<file path="src/rtl/bcd_addsub_serial_pkg.sv">
// Shared types and digit helpers for the digit-serial BCD adder/subtractor.
package bcd_pkg;

    localparam int DIGIT_W = 4;

    typedef enum logic [2:0] {IDLE, CHECK, CALC, FIX, DONE} state_t;

    function automatic logic [DIGIT_W-1:0] nines_comp(input logic [DIGIT_W-1:0] d);
        return 4'd9 - d;
    endfunction

    function automatic logic digit_invalid(input logic [DIGIT_W-1:0] d);
        return d > 4'd9;
    endfunction

endpackage

</file>
<file path="src/rtl/bcd_addsub_serial_digit_adder.sv">
// One-digit BCD adder: binary add with carry-in, then +6 correction when the result exceeds 9.
module bcd_digit_adder
    import bcd_pkg::*;
(
    input  logic [DIGIT_W-1:0] x,
    input  logic [DIGIT_W-1:0] y,
    input  logic               ci,
    output logic [DIGIT_W-1:0] s,
    output logic               co
);

    logic [DIGIT_W:0]   w_bin;
    logic [DIGIT_W-1:0] w_adj;

    assign w_bin = {1'b0, x} + {1'b0, y} + {{DIGIT_W{1'b0}}, ci};
    assign co    = w_bin > 5'd9;
    // The +6 wraps the low nibble past 16, which is exactly the decimal digit we want.
    assign w_adj = w_bin[DIGIT_W-1:0] + 4'd6;
    assign s     = co ? w_adj : w_bin[DIGIT_W-1:0];

endmodule

</file>
<file path="src/rtl/bcd_addsub_serial.sv">
// Digit-serial packed-BCD add/subtract with sign-magnitude result and invalid-digit detection.
module bcd_addsub_serial
    import bcd_pkg::*;
#(
    parameter int NDIG = 4
) (
    input  logic                    clk,
    input  logic                    rst_n,
    input  logic                    in_valid,
    output logic                    in_ready,
    input  logic                    op,
    input  logic [DIGIT_W*NDIG-1:0] a,
    input  logic [DIGIT_W*NDIG-1:0] b,
    output logic                    out_valid,
    input  logic                    out_ready,
    output logic [DIGIT_W*NDIG-1:0] sum,
    output logic                    cout,
    output logic                    neg,
    output logic                    err
);

    localparam int W     = DIGIT_W * NDIG;
    localparam int IDX_W = (NDIG > 1) ? $clog2(NDIG) : 1;
    localparam logic [IDX_W-1:0] LAST_IDX = IDX_W'(NDIG - 1);

    state_t             r_state;
    logic [W-1:0]       r_a;
    logic [W-1:0]       r_b;
    logic [W-1:0]       r_res;
    logic [W-1:0]       r_sum;
    logic [IDX_W-1:0]   r_idx;
    logic               r_op;
    logic               r_carry;
    logic               r_cout_flag;
    logic               r_neg_flag;
    logic               r_err_flag;
    logic               r_out_valid;
    logic               r_cout;
    logic               r_neg;
    logic               r_err;

    logic [NDIG-1:0]    w_digit_bad;
    logic               w_any_bad;
    logic               w_in_fix;
    logic [DIGIT_W-1:0] w_x;
    logic [DIGIT_W-1:0] w_y;
    logic [DIGIT_W-1:0] w_s;
    logic               w_co;
    logic [W+DIGIT_W-1:0] w_res_shift;

    generate
        for (genvar gi = 0; gi < NDIG; gi++) begin : g_chk
            assign w_digit_bad[gi] = digit_invalid(r_a[gi*DIGIT_W +: DIGIT_W])
                                   | digit_invalid(r_b[gi*DIGIT_W +: DIGIT_W]);
        end
    endgenerate

    assign w_any_bad = |w_digit_bad;

    // FIX negates the stored result: 0 + (9 - s_i) + c, reusing the same digit adder.
    assign w_in_fix = (r_state == FIX);
    assign w_x      = w_in_fix ? '0 : r_a[DIGIT_W-1:0];
    assign w_y      = w_in_fix ? nines_comp(r_res[DIGIT_W-1:0])
                    : (r_op ? nines_comp(r_b[DIGIT_W-1:0]) : r_b[DIGIT_W-1:0]);

    bcd_digit_adder u_digit_adder (
        .x  (w_x),
        .y  (w_y),
        .ci (r_carry),
        .s  (w_s),
        .co (w_co)
    );

    // New digit enters at the top so digit 0 lands at the bottom after NDIG steps.
    assign w_res_shift = {w_s, r_res};

    always_ff @(posedge clk or negedge rst_n) begin
        if (!rst_n) begin
            r_state     <= IDLE;
            r_a         <= '0;
            r_b         <= '0;
            r_res       <= '0;
            r_sum       <= '0;
            r_idx       <= '0;
            r_op        <= 1'b0;
            r_carry     <= 1'b0;
            r_cout_flag <= 1'b0;
            r_neg_flag  <= 1'b0;
            r_err_flag  <= 1'b0;
            r_out_valid <= 1'b0;
            r_cout      <= 1'b0;
            r_neg       <= 1'b0;
            r_err       <= 1'b0;
        end else begin
            case (r_state)
                IDLE: begin
                    if (in_valid) begin
                        r_a     <= a;
                        r_b     <= b;
                        r_op    <= op;
                        r_state <= CHECK;
                    end
                end
                CHECK: begin
                    r_idx       <= '0;
                    r_carry     <= r_op;
                    r_res       <= '0;
                    r_cout_flag <= 1'b0;
                    r_neg_flag  <= 1'b0;
                    r_err_flag  <= w_any_bad;
                    r_state     <= w_any_bad ? DONE : CALC;
                end
                CALC: begin
                    r_a     <= r_a >> DIGIT_W;
                    r_b     <= r_b >> DIGIT_W;
                    r_res   <= w_res_shift[W+DIGIT_W-1:DIGIT_W];
                    r_carry <= w_co;
                    if (r_idx == LAST_IDX) begin
                        r_idx <= '0;
                        if (!r_op) begin
                            r_cout_flag <= w_co;
                            r_state     <= DONE;
                        end else if (w_co) begin
                            r_state <= DONE;
                        end else begin
                            r_neg_flag <= 1'b1;
                            r_carry    <= 1'b1;
                            r_state    <= FIX;
                        end
                    end else begin
                        r_idx <= r_idx + IDX_W'(1);
                    end
                end
                FIX: begin
                    r_res   <= w_res_shift[W+DIGIT_W-1:DIGIT_W];
                    r_carry <= w_co;
                    if (r_idx == LAST_IDX) begin
                        r_idx   <= '0;
                        r_state <= DONE;
                    end else begin
                        r_idx <= r_idx + IDX_W'(1);
                    end
                end
                DONE: begin
                    if (!r_out_valid) begin
                        r_out_valid <= 1'b1;
                        r_sum       <= r_err_flag ? '0 : r_res;
                        r_cout      <= r_cout_flag & ~r_err_flag;
                        r_neg       <= r_neg_flag & ~r_err_flag;
                        r_err       <= r_err_flag;
                    end else if (out_ready) begin
                        r_out_valid <= 1'b0;
                        r_state     <= IDLE;
                    end
                end
                default: r_state <= IDLE;
            endcase
        end
    end

    assign in_ready  = (r_state == IDLE);
    assign out_valid = r_out_valid;
    assign sum       = r_sum;
    assign cout      = r_cout;
    assign neg       = r_neg;
    assign err       = r_err;

endmodule

</file>
<file path="config.mk">
export PLATFORM = sky130hd
export DESIGN_NAME = bcd_addsub_serial
export DESIGN_NICKNAME = d
export VERILOG_FILES = /design/src/rtl/bcd_addsub_serial_pkg.sv /design/src/rtl/bcd_addsub_serial_digit_adder.sv /design/src/rtl/bcd_addsub_serial.sv
export SDC_FILE = /design/constraint.sdc
export NUM_CORES = 1
export LEC_CHECK = 0
export BUFFER_PORTS_ARGS = -buffer_cell sky130_fd_sc_hd__buf_2
export CORE_MARGIN = 2
export CORE_UTILIZATION = 60
export CTS_CLUSTER_DIAMETER = 50
export DETAILED_ROUTE_END_ITERATION = 8
export GPL_ROUTABILITY_DRIVEN = 0
export PLACE_DENSITY = 0.84
export SETUP_SLACK_MARGIN = 0.5
export SYNTH_ARGS = -nofsm -noshare
export SYNTH_HDL_FRONTEND = slang
export SYNTH_SLANG_ARGS = --single-unit
</file>
<file path="constraint.sdc">
create_clock -name clk -period 5.7 [get_ports clk]
set_input_delay 0.855 -clock clk [delete_from_list [all_inputs] [get_ports clk]]
set_output_delay 0.855 -clock clk [all_outputs]
set_load 0.03 [all_outputs]
</file>
==> results.md <==
| Stage | Result | This run |
| --- | --- | --- |
| floorplanning | Chip Height | 83.7 um |
| grt | Residual overflow from global routing | 0 |
| route | Final routed wire length divided by cell count | 15.1 um |
| grt | Total routing usage reported by global routing | 23.9% |
| place | DP Wirelength | 5290 um |
| floorplanning | Num rows | 29 |
| clock tree | Hold_buf cts | 0 |
| sta | Relative slew slack | 22.4% |
| worst hold path | Launch point of the worst hold path | sum[8] |
| synth | Net Count, Synth | 437 |
| synth | Number of synthesized register bits | 78 |
| route | Detailed Route Iter0 Violations | 153 |
| final layout | Layout Utilization | 68.5% |
| worst setup path | CP Capture Type | flop |
| power | LEAKAGE | 2.00 nW |
| worst setup path | Critical Setup Path Class | reg -> reg |
| final layout | Final net count | 481 |
| synth | Mean cell area of the mapped netlist | 9.74 um2 |
| route | Vias | 2974 |
| synth | Most frequent cell after synthesis | dfrtp_1 |
| power | Combinational group share of total power | 43.7% |
| clock tree | Total clock sinks | 78 |
| sta | Slew Limit Fails | 0 |
| job | Count of maximum capacitance violations | 0 |
| power | Clock share of power | 19.9% |
| route | Post-Route WL | 7780 um |
| route | DR vias/cell | 5.75 |
| synth | Cell taking the most area after synthesis | dfrtp_1 |
| synth | Top FF cell, synth | dfrtp_1 |
| worst setup path | Max FO, Critical Path | 15 |
| worst hold path | End point of the most critical hold path | sum[8] |
| grt | Number of global-route vias before repair | 2882 |
| final layout | Filler cells | 503 |
| power | Internal portion of total power | 0.00131 W |
| power | Proportion of total power due to net switching | 42.7% |
| sta | Shortest period the worst path allows | 3.50 ns |
| sta | Accumulated negative setup slack | 0 ns |
| sta | Worst clock skew on the final layout | 0.0111 ns |
| worst setup path | Arrival time reported for the critical path endpoint | 3.70 ns |
| worst setup path | WP data required | 5.90 ns |
| final layout | Synthesis-to-finish area growth | 12.2% |
| grt | Global-route wire length before repair | 13500 um |
| final layout | Summed area of non-filler cells in the final layout | 4270 um2 |
| grt | Initial antenna violation count | 0 |
| clock tree | TritonCTS clock tree | yes |
| synth | Number of flops mapped to enable cells by yosys | 0 |
| sta | Unrepaired setup endpoints after global routing | false |
| sta | F_max | 0.286 GHz |
| worst setup path | Critical Path Source Type | flop |
| floorplanning | X dimension of the die | 83.7 um |
| clock tree | Number of buffers added by the clock tree synthesis step | 9 |
| synth | Share of the synthesized area in the top cell type | 51.2% |
| worst setup path | Number of cell instances on the worst register-to-register path | 12 |
| clock tree | Register clock-pin slew on the reported worst setup and hold paths | 0.08 ns |
| final layout | Area taken by multi-input logic gates | 1680 um2 |
| synth | Main area contributors after synthesis | dfrtp_1, nand2_1, nor2_1 |
| synth | Seq/Total Area, Yosys | 51.2% |
| sta | Number of endpoints failing setup at the final stage | 0 |
| worst hold path | Number of cells traversed by the worst hold path | 2 |
| clock tree | Buffer levels on the longest clock path | 2 |
| final layout | Footprint of the flip-flops and latches | 1950 um2 |
| clock tree | Insertion delay of the later-clocked pin in the worst-skew pair | 0.35 ns |
| final layout | Layout cells sized above 1 | 21.1% |
| sta | Period utilisation layout | 61.4% |
| synth | Synth Cell Area | 3810 um2 |
| worst setup path | Reg-to-Reg End | r_state[1] |
| power | Cell Pwr Density | 537 nW/um2 |
| sta | Transition time of the tightest slew-check pin | 1.16 ns |
| floorplanning | Initial Utilization | 61.0% |
| clock tree | Root buffer selected by CTS | clkbuf_8 |
| floorplanning | Ports placed on the boundary | 58 |
| clock tree | Number of setup buffers added after CTS | 0 |
| worst setup path | Setup slack of the most critical reg-to-reg path | 2.20 ns |
| grt | Largest net degree at the start of global routing | 79 |
| route | Post-detailed-route count of antenna-violating nets | 0 |
| clock tree | Max H-tree Level | 3 |
| floorplanning | Die outline area | 7000 um2 |
| synth | Cells after Synth | 391 |
| sta | Final Hold Fails | 0 |
| place | Post-detailed-placement cell area | 4050 um2 |
| place | Port Buffer Count | 57 |
| synth | Leading post-synthesis cells by instance count | dfrtp_1, nand2_1, nor2_1 |
| power | Switching power | 0.000979 W |
| synth | Yosys warnings | 0 |
| clock tree | Cts repair resizes | 0 |
| sta | Worst hold margin | 0.477 ns |
| worst setup path | Reg2Reg Launch Point | r_state[1] |
| worst hold path | Worst hold-check path type | reg -> reg |
| floorplanning | Core Box Area | 6240 um2 |
| synth | Synth cell types | 49 |
| final layout | Diodes inserted | 0 |
| power | Power share of the sequential group | 36.4% |
| synth | Async SR Flop Fraction | 100% |
| status | Status | completed |
| route | Drt first pass iters | 7 |
| route | Drt drc | 0 |
| power | Peak supply drop | 0.000369 V |
-- cells by family (layout without fill, tap and decap cells) --
family                   count (synthesis)  count (layout)  share of synthesized area [%]
AO/OA/AOI/OAI                          105             105                           19.1
XOR/XNOR                                 4               4                          0.920
adder cells (fa/ha/maj)                  9               9                           3.35
buffers and inverters                   33              82                           4.76
flip-flops                              78              78                           51.2
multiplexers                             2               2                          0.558
AND/OR/NAND/NOR                        160             160                           20.1
-- cell type report --
cell class	instances	share of cell area (%)
clock buffers	9	2.90
clock inverters	7	2.31
inverters	8	0.703
multi-input cells	280	39.2
flip-flops and latches	78	45.7
well taps	77	2.25
repair buffers	58	6.91
-- power by group through the flow --
stage,Clock (W),Combinational (W),Sequential (W)
6_report,0.000457,0.00100,0.000834
5_1_grt,0.000485,0.00112,0.000856
4_1_cts,0.000462,0.000991,0.000832
3_5_place_dp,0,0.000972,0.000842
3_3_place_gp,0,0.000922,0.000835
2_1_floorplan,0,0.000818,0.000798
-- layer usage --
metal  part of all wire [%]  up-vias  track usage, %
li1                       -     1467               -
met5                      0        -               0
met2                     47       99            38.8
met1                     46     1387            32.0
met4                    3.0        0            10.3
met3                    4.2       21            4.25
-- cells in the final DEF (no fill, tap or decap), types with 2 or more instances in the layout --
| cell type | count |
|---|---|
| a21o_1 | 4 |
| a21oi_1 | 5 |
| a22o_1 | 14 |
| a22oi_1 | 3 |
| a31oi_1 | 7 |
| and2_1 | 3 |
| buf_2 | 56 |
| buf_4 | 2 |
| bufinv_16 | 2 |
| clkbuf_8 | 9 |
| clkinv_4 | 3 |
| dfrtp_1 | 78 |
| fa_1 | 2 |
| ha_1 | 7 |
| inv_1 | 8 |
| nand2_1 | 54 |
| nand2b_1 | 18 |
| nand3_1 | 11 |
| nand4_1 | 4 |
| nor2_1 | 46 |
| nor2_2 | 7 |
| nor2b_1 | 2 |
| nor3_1 | 3 |
| o211ai_1 | 3 |
| o21a_1 | 2 |
| o21ai_0 | 33 |
| o22ai_1 | 14 |
| o22ai_2 | 7 |
| o311ai_0 | 2 |
| o31a_1 | 2 |
| o31ai_1 | 6 |
| or3_1 | 2 |
| xnor2_1 | 3 |
-- registers in the layout, summed over array words and instances, names as in the netlist --
signal	count
r_err_flag	1
r_op	1
cout	1
sum	16
r_res	16
r_idx	2
neg	1
out_valid	1
r_carry	1
r_b	16
r_a	16
err	1
r_neg_flag	1
r_cout_flag	1
r_state	3
-- worst max-delay path by stage --
stage,start,endpoint,slack (ns),depth (start not counted)
6_report,r_state[1],r_state[1],2.20,12
5_1_grt,r_state[1],r_state[0],1.85,12
4_1_cts,r_state[1],r_state[1],2.21,12
3_5_place_dp,r_state[1],r_state[1],2.24,12
3_3_place_gp,r_state[1],r_state[1],2.40,12
2_1_floorplan,r_state[1],r_state[1],2.53,13
-- worst max-delay path, cell delays in order (launching register included) --
cell	delay, ns
dfrtp_1	0.57
nor2b_1	0.18
buf_4	0.22
nand2_1	0.22
a21oi_1	0.26
fa_1	0.23
inv_1	0.06
fa_1	0.39
xnor2_1	0.20
ha_1	0.27
a22o_1	0.28
o31ai_1	0.33
o221ai_1	0.15
-- through the flow --
step / worst slack [ns] / power [W] / instances
floorplan: 2.53 / 0.00162 / 391
global route: 1.85 / 0.00246 / 517
global placement: 2.40 / 0.00176 / 501
finish: 2.20 / 0.00229 / 517
CTS: 2.21 / 0.00228 / 517
detailed placement: 2.24 / 0.00181 / 501
Note: power is estimated with default switching activity, not from simulation.
